<file path="src/rtl/decode38_player_if.sv">
// Bus between the encoder side and the decode38 player: code push strobe, player
// controls, and the LED/FIFO status returned to the board top.
interface decode38_player_if #(
    parameter int DEPTH = 4
);
    localparam int LW = $clog2(DEPTH) + 1;

    logic [2:0]    code;
    logic          code_valid;
    logic          en;
    logic          clr_ovf;
    logic [7:0]    y;
    logic          busy;
    logic          empty;
    logic          full;
    logic [LW-1:0] level;
    logic          overflow;

    modport master (
        output code, code_valid, en, clr_ovf,
        input  y, busy, empty, full, level, overflow
    );

    modport slave (
        input  code, code_valid, en, clr_ovf,
        output y, busy, empty, full, level, overflow
    );
endinterface

</file>
<file path="src/rtl/decode38_player.sv">
// 3-to-8 decoder/player: queues incoming 3-bit codes in a small FIFO and shows each
// one on the LEDs as a one-hot pattern for HOLD_CYCLES, with a one-cycle blank after.
module decode38_player #(
    parameter int DEPTH       = 4,
    parameter int HOLD_CYCLES = 8
) (
    input logic              clk,
    input logic              rst,
    decode38_player_if.slave bus
);
    localparam int PW = $clog2(DEPTH);
    localparam int LW = PW + 1;
    localparam int CW = (HOLD_CYCLES > 1) ? $clog2(HOLD_CYCLES) : 1;

    typedef enum logic [1:0] {IDLE, SHOW, GAP} state_e;

    state_e        state_q, state_d;
    logic [CW-1:0] cnt_q, cnt_d;
    logic [2:0]    cur_q, cur_d;
    logic [7:0]    y_q, y_d;
    logic [PW-1:0] wr_ptr_q, wr_ptr_d;
    logic [PW-1:0] rd_ptr_q, rd_ptr_d;
    logic [LW-1:0] level_q, level_d;
    logic          ovf_q, ovf_d;
    logic [2:0]    mem_q [DEPTH];

    logic full, empty, push, pop;

    // full is the pre-edge value, so a pop in the same cycle never admits a push.
    always_comb begin
        full  = (level_q == LW'(DEPTH));
        empty = (level_q == '0);
        push  = bus.code_valid && !full;
        pop   = (state_q == IDLE) && bus.en && !empty;

        wr_ptr_d = push ? wr_ptr_q + PW'(1) : wr_ptr_q;
        rd_ptr_d = pop  ? rd_ptr_q + PW'(1) : rd_ptr_q;

        unique case ({push, pop})
            2'b10:   level_d = level_q + LW'(1);
            2'b01:   level_d = level_q - LW'(1);
            default: level_d = level_q;
        endcase

        // A dropped push outranks a simultaneous clear.
        if (bus.code_valid && full) ovf_d = 1'b1;
        else if (bus.clr_ovf)       ovf_d = 1'b0;
        else                        ovf_d = ovf_q;
    end

    // y_d is the pattern for the next cycle, so y stays registered yet lines up with state.
    always_comb begin
        // NOTE: every output gets a default first so no path can infer a latch.
        state_d = state_q;
        cnt_d   = cnt_q;
        cur_d   = cur_q;
        y_d     = 8'h00;

        unique case (state_q)
            IDLE: begin
                if (pop) begin
                    cur_d   = mem_q[rd_ptr_q];
                    cnt_d   = CW'(HOLD_CYCLES - 1);
                    state_d = SHOW;
                    y_d     = 8'h01 << mem_q[rd_ptr_q];
                end
            end
            SHOW: begin
                if (bus.en) begin
                    if (cnt_q == '0) begin
                        state_d = GAP;
                    end else begin
                        cnt_d = cnt_q - CW'(1);
                        y_d   = 8'h01 << cur_q;
                    end
                end
            end
            GAP:     state_d = IDLE;
            default: state_d = IDLE;
        endcase
    end

    // NOTE: sequential state uses non-blocking assignments only.
    always_ff @(posedge clk) begin
        if (rst) begin
            state_q  <= IDLE;
            cnt_q    <= '0;
            cur_q    <= '0;
            y_q      <= '0;
            wr_ptr_q <= '0;
            rd_ptr_q <= '0;
            level_q  <= '0;
            ovf_q    <= 1'b0;
        end else begin
            state_q  <= state_d;
            cnt_q    <= cnt_d;
            cur_q    <= cur_d;
            y_q      <= y_d;
            wr_ptr_q <= wr_ptr_d;
            rd_ptr_q <= rd_ptr_d;
            level_q  <= level_d;
            ovf_q    <= ovf_d;
        end
    end

    // NOTE: storage is not reset; level and pointers decide what is valid.
    always_ff @(posedge clk) begin
        if (push) mem_q[wr_ptr_q] <= bus.code;
    end

    assign bus.y        = y_q;
    assign bus.busy     = (state_q != IDLE);
    assign bus.empty    = empty;
    assign bus.full     = full;
    assign bus.level    = level_q;
    assign bus.overflow = ovf_q;
endmodule

</file>
<file path="src/flat_wrapper.sv">
// flat-port wrapper written by rule: the top's interface ports become plain ports
module decode38_player_flat 
#(
    parameter int DEPTH       = 4,
    parameter int HOLD_CYCLES = 8
)
  (clk, rst, bus_code, bus_code_valid, bus_en, bus_clr_ovf, bus_y, bus_busy, bus_empty, bus_full, bus_level, bus_overflow);
  decode38_player_if #(.DEPTH(DEPTH)) bus_i ();
  input logic clk;
  input logic rst;
  input wire logic [$bits(bus_i.code)-1:0] bus_code;
  input wire logic [$bits(bus_i.code_valid)-1:0] bus_code_valid;
  input wire logic [$bits(bus_i.en)-1:0] bus_en;
  input wire logic [$bits(bus_i.clr_ovf)-1:0] bus_clr_ovf;
  output wire logic [$bits(bus_i.y)-1:0] bus_y;
  output wire logic [$bits(bus_i.busy)-1:0] bus_busy;
  output wire logic [$bits(bus_i.empty)-1:0] bus_empty;
  output wire logic [$bits(bus_i.full)-1:0] bus_full;
  output wire logic [$bits(bus_i.level)-1:0] bus_level;
  output wire logic [$bits(bus_i.overflow)-1:0] bus_overflow;
  assign bus_i.code = bus_code;
  assign bus_i.code_valid = bus_code_valid;
  assign bus_i.en = bus_en;
  assign bus_i.clr_ovf = bus_clr_ovf;
  assign bus_y = bus_i.y;
  assign bus_busy = bus_i.busy;
  assign bus_empty = bus_i.empty;
  assign bus_full = bus_i.full;
  assign bus_level = bus_i.level;
  assign bus_overflow = bus_i.overflow;
  decode38_player #(.DEPTH(DEPTH), .HOLD_CYCLES(HOLD_CYCLES)) u_core (.clk(clk), .rst(rst), .bus(bus_i));
endmodule
</file>
<file path="config.mk">
export PLATFORM = sky130hd
export DESIGN_NAME = decode38_player_flat
export DESIGN_NICKNAME = d
export VERILOG_FILES = /design/src/rtl/decode38_player_if.sv /design/src/rtl/decode38_player.sv /design/src/flat_wrapper.sv
export SDC_FILE = /design/constraint.sdc
export NUM_CORES = 1
export LEC_CHECK = 0
export ABC_AREA = 0
export BUFFER_PORTS_ARGS = -buffer_cell sky130_fd_sc_hd__buf_2
export CAP_MARGIN = 20
export CORE_UTILIZATION = 50
export DETAILED_ROUTE_END_ITERATION = 12
export GPL_TIMING_DRIVEN = 0
export HOLD_SLACK_MARGIN = 0.15
export PLACE_DENSITY = 0.71
export SETUP_SLACK_MARGIN = 0.5
export SYNTH_ARGS = -nofsm -noshare
export SYNTH_HDL_FRONTEND = slang
export SYNTH_SLANG_ARGS = --single-unit
export TNS_END_PERCENT = 50
</file>
<file path="constraint.sdc">
create_clock -name clk -period 4.2 [get_ports clk]
set_input_delay 0 -clock clk [delete_from_list [all_inputs] [get_ports clk]]
set_output_delay 0 -clock clk [all_outputs]
set_load 0.005 [all_outputs]
</file>
==> summary.md <==
Averaged over all synthesized cells, the footprint is 11.0 um^2. The analysis attributes to cell leakage a power of 0.785 nW. The slowest stage of the critical path is the sky130_fd_sc_hd__or3b_2 cell. The TritonCTS sink count is 38. The run gives 0 as the number of max-cap violations.

The run gives 0 as the number of antenna violations at the first check in global routing. The fraction of post-synthesis cell area in the top cell type by area works out to 31.9%. The run gives 4.48 ns as the data required time of the critical path. The fraction of final layout cells with drive strength greater than 1 was 20.4%.

The cell type with the largest total area after synthesis was sky130_fd_sc_hd__dfxtp_1. The delay of the slowest cell on the worst path works out to 0.47 ns. The tools report the final net count as 201.

After routing the design area is 1980 um^2. The count of state elements after synthesis was 38; the average wire per cell in the routed design was 13.5 um. Along the worst path, the maximum fanout reaches 7.

The vertical extent of the die came out at 59.1 um. After clock tree synthesis, the clock-pin slew on the worst setup and hold paths is 0.12 ns. For the first-iteration detailed-routing DRC count, the log shows 44. The launch instance of the worst register-to-register path was u_core.bus.level[2]$_SDFFE_PP0P_. The tools report the critical path capture point type as a flip-flop. Measured on the finished design, the core utilization comes to 64.3%. The reg-to-reg critical path endpoint was u_core.bus.level[2]$_SDFFE_PP0P_. The net count of the mapped netlist was 165; the via count of the first global-routing pass was 1213. The clock arrives with 0.00999 ns of skew. Type of the worst min-delay path: input port to flip-flop.

Number of antenna cells inserted: 0. The worst setup path is launched from a flip-flop. For the finished layout, the period the worst path requires is 2.60 ns. The number of clock buffers added by TritonCTS is 5. Once the floorplan was initialized, standard cells occupied 53.0% of the core. For this design the ratio of total power to cell area is 611 nW/um^2.

In this run the deepest clock path goes through 2 buffers. The cell at the root of the clock tree was sky130_fd_sc_hd__clkbuf_4. The max-slew violation count came out at 0. After floorplanning, the core was divided into 20 placement rows. The worst pin sits at a relative slew slack of 44.0%.

Setup slack on the worst reg-to-reg path comes out at 1.60 ns. The number of post-CTS setup repair buffers was 0; the cell area reported after detailed placement was 1790 um^2. The first detailed-routing pass ran for 4 iterations. The latest clock arrival within the worst-skew pair is 0.35 ns, and the maximum VDD drop is 0.300 mV.

The tools report the total via count after detailed routing as 1256. The flow ran to the end, and the final reports show no timing, DRC or antenna violations. Routability-driven placement finished with a final weighted congestion of 0.786.

Floorplan die area: 3500 um^2. By area the synthesized netlist is led by sky130_fd_sc_hd__dfxtp_1, sky130_fd_sc_hd__edfxtp_1, sky130_fd_sc_hd__ha_1, sky130_fd_sc_hd__a21oi_1, sky130_fd_sc_hd__mux4_1. The most common cell type on the critical path is sky130_fd_sc_hd__inv_1. The signal on the critical path passes through or3b_2 > clkbuf_1 > inv_1 > nor2_1 > inv_1 > ha_1 > inv_1 > fa_1 > xor2_1 > or3_1 > a21oi_1.

In the routed design, unresolved DRC markers number 0. The detail route stage leaves a number of antenna-violating nets equal to 0. The area added between synthesis and finish works out to 21.2%. Kind of critical path: flip-flop to flip-flop. Setup repair after global routing left no endpoint under its margin. TritonCTS built the clock tree. Using the TritonRoute via totals, the vias-per-cell ratio works out to 5.46.

The routed design has 3100 um of wire. The first global-routing pass estimated 5360 um of wire. In this run the cell area of the synthesized design comes to 1630 um^2. Entering global routing, the biggest net connects 14 pins. Setup violations remaining at the end of the flow were counted as 0.

Following the worst setup path forward leads to its endpoint at u_core.bus.level[2]$_SDFFE_PP0P_. In this run the tool buffered the top-level ports with 21 buffer cells. The final-layout setup total negative slack was 0 ns; the count of yosys warnings during synthesis was 0. Summed over all layers, the global routing overflow is 0. The depth of the CTS H-tree is 2.

Detailed placement ended at an HPWL of 2200 um. The core region area is 3080 um^2. Slew at the pin closest to its max-slew limit: 0.833 ns. The run gives 0 as the final hold violation count. The number of cells on the worst reg-to-reg path was 11; the unique cell type count in the Yosys netlist was 37. The critical path launch point was u_core.bus.level[2]$_SDFFE_PP0P_. The data arrival time of the critical path is 2.89 ns. In this run the count of I/O pins placed on the die edge is 23. The share of synthesized area occupied by flip-flops and latches was 54.0%; the worst hold path stage count was 2. Of the available clock period, the critical path in the final layout requires 62.0%.

The horizontal die dimension was 59.1 um; the fmax was 384 MHz. The run gives 149 as the number of cells produced by synthesis. The overall global routing resource usage came out at 20.7%.
cells in the final DEF (no fill, tap or decap), types with 3 or more instances in the layout:
cell / synthesis / layout
sky130_fd_sc_hd__dfxtp_1: 26 / 26
sky130_fd_sc_hd__buf_2: 0 / 21
sky130_fd_sc_hd__a21oi_1: 14 / 14
sky130_fd_sc_hd__edfxtp_1: 12 / 12
sky130_fd_sc_hd__inv_1: 11 / 11
sky130_fd_sc_hd__nand3_1: 9 / 9
sky130_fd_sc_hd__nor2_1: 8 / 8
sky130_fd_sc_hd__dlygate4sd3_1: 0 / 8
sky130_fd_sc_hd__o21ai_0: 7 / 7
sky130_fd_sc_hd__ha_1: 7 / 7
sky130_fd_sc_hd__clkbuf_1: 6 / 6
sky130_fd_sc_hd__and3_1: 5 / 5
sky130_fd_sc_hd__o22ai_1: 5 / 5
sky130_fd_sc_hd__clkbuf_4: 0 / 5
sky130_fd_sc_hd__nand2b_1: 3 / 3
sky130_fd_sc_hd__nand2_1: 3 / 3
sky130_fd_sc_hd__o32ai_1: 3 / 3
where the power goes:
group          switching [mW]  leakage (nW)  internal (mW)
Clock                   0.127        0.0554          0.186
Combinational           0.220         0.408          0.169
Sequential             0.0611         0.322          0.445
Total                   0.408         0.785          0.800
critical path, delay by kind of cell (launching register included):
kind | cells | cell delay (ns)
and+or+nand+nor | 3 | 0.84
adders and majority gates | 2 | 0.54
DFF | 1 | 0.44
buffers and inverters | 4 | 0.43
xor gates and xnor gates | 1 | 0.16
AOI/OAI and AO/OA | 1 | 0.14
layer usage:
layer	up-vias	wire, um	track usage (%)
met3	4	108	5.90
met5	-	0	0
met4	0	29	6.46
met1	604	1360	23.9
met2	24	1600	36.9
li1	624	-	-
stage by stage:
step	hold slack (ns)	cells	power, mW	worst slack (ns)
finish	0.391	230	1.21	1.60
global route	0.386	230	1.30	1.36
CTS	0.384	230	1.21	1.60
detailed placement	0.216	214	0.895	1.63
global placement	0.209	214	0.869	1.70
floorplan	0.0989	149	0.785	1.79
Yosys cell counts:
| master | number |
|---|---|
| sky130_fd_sc_hd__a211oi_1 | 1 |
| sky130_fd_sc_hd__a21oi_1 | 14 |
| sky130_fd_sc_hd__a221oi_1 | 1 |
| sky130_fd_sc_hd__a311oi_1 | 1 |
| sky130_fd_sc_hd__a31o_2 | 1 |
| sky130_fd_sc_hd__and3_1 | 5 |
| sky130_fd_sc_hd__and3b_1 | 1 |
| sky130_fd_sc_hd__clkbuf_1 | 6 |
| sky130_fd_sc_hd__dfxtp_1 | 26 |
| sky130_fd_sc_hd__edfxtp_1 | 12 |
| sky130_fd_sc_hd__fa_1 | 1 |
| sky130_fd_sc_hd__ha_1 | 7 |
| sky130_fd_sc_hd__inv_1 | 11 |
| sky130_fd_sc_hd__inv_2 | 1 |
| sky130_fd_sc_hd__mux4_1 | 2 |
| sky130_fd_sc_hd__mux4_2 | 1 |
| sky130_fd_sc_hd__nand2_1 | 3 |
| sky130_fd_sc_hd__nand2b_1 | 3 |
| sky130_fd_sc_hd__nand3_1 | 9 |
| sky130_fd_sc_hd__nand3b_1 | 2 |
| sky130_fd_sc_hd__nand4_1 | 1 |
| sky130_fd_sc_hd__nor2_1 | 8 |
| sky130_fd_sc_hd__nor2_4 | 1 |
| sky130_fd_sc_hd__nor2b_1 | 1 |
| sky130_fd_sc_hd__nor3_1 | 2 |
| sky130_fd_sc_hd__o21ai_0 | 7 |
| sky130_fd_sc_hd__o22ai_1 | 5 |
| sky130_fd_sc_hd__o31a_1 | 1 |
| sky130_fd_sc_hd__o31ai_1 | 2 |
| sky130_fd_sc_hd__o32ai_1 | 3 |
| sky130_fd_sc_hd__o32ai_2 | 1 |
| sky130_fd_sc_hd__or2_2 | 2 |
| sky130_fd_sc_hd__or3_1 | 2 |
| sky130_fd_sc_hd__or3b_2 | 1 |
| sky130_fd_sc_hd__or4_1 | 1 |
| sky130_fd_sc_hd__or4_4 | 1 |
| sky130_fd_sc_hd__xor2_1 | 2 |
final cells by class:
cell class / count / area [um^2]
Buffer: 6 / 22.5
Clock buffer: 5 / 37.5
Clock inverter: 3 / 68.8
Fill cell: 277 / 1100
Inverter: 12 / 45.0
Multi-Input combinational cell: 93 / 683
Sequential cell: 38 / 881
Tap cell: 44 / 55.1
Timing Repair Buffer: 29 / 185
registers in the layout, indices dropped and copies added (netlist names), named ones only:
name,cells
u_core.cnt_q,3
u_core.bus.y,8
u_core.bus.level,3
u_core.cur_q,3
u_core.bus.overflow,1
u_core.state_q,2
u_core.wr_ptr_q,2
u_core.mem_q,12
u_core.rd_ptr_q,2
cell families (layout without fill, tap and decap cells):
kind of cell,after synthesis,in the layout,synth area share (%)
muxes,3,3,4.60
adders and majority gates,8,8,6.59
AOI/OAI and AO/OA,37,37,14.5
and+or+nand+nor,43,43,15.1
xor gates and xnor gates,2,2,1.07
buffers and inverters,18,55,4.14
DFF,38,38,54.0
repair_timing:
item,4_1_cts,5_1_grt
resized for setup,0,0
hold buffers,8,0
hold endpoints to repair,21,0
worst min path at each step:
stage | from | to | slack [ns]
6_report | bus_code[1] | u_core.mem_q[1][1]$_DFFE_PP_ | 0.39
3_3_place_gp | bus_code[1] | u_core.mem_q[0][1]$_DFFE_PP_ | 0.21
5_1_grt | bus_code[1] | u_core.mem_q[1][1]$_DFFE_PP_ | 0.39
4_1_cts | bus_code[1] | u_core.mem_q[1][1]$_DFFE_PP_ | 0.38
3_5_place_dp | bus_code[1] | u_core.mem_q[1][1]$_DFFE_PP_ | 0.22
2_1_floorplan | bus_code[0] | u_core.mem_q[0][0]$_DFFE_PP_ | 0.1
Note: power is estimated with default switching activity, not from simulation.
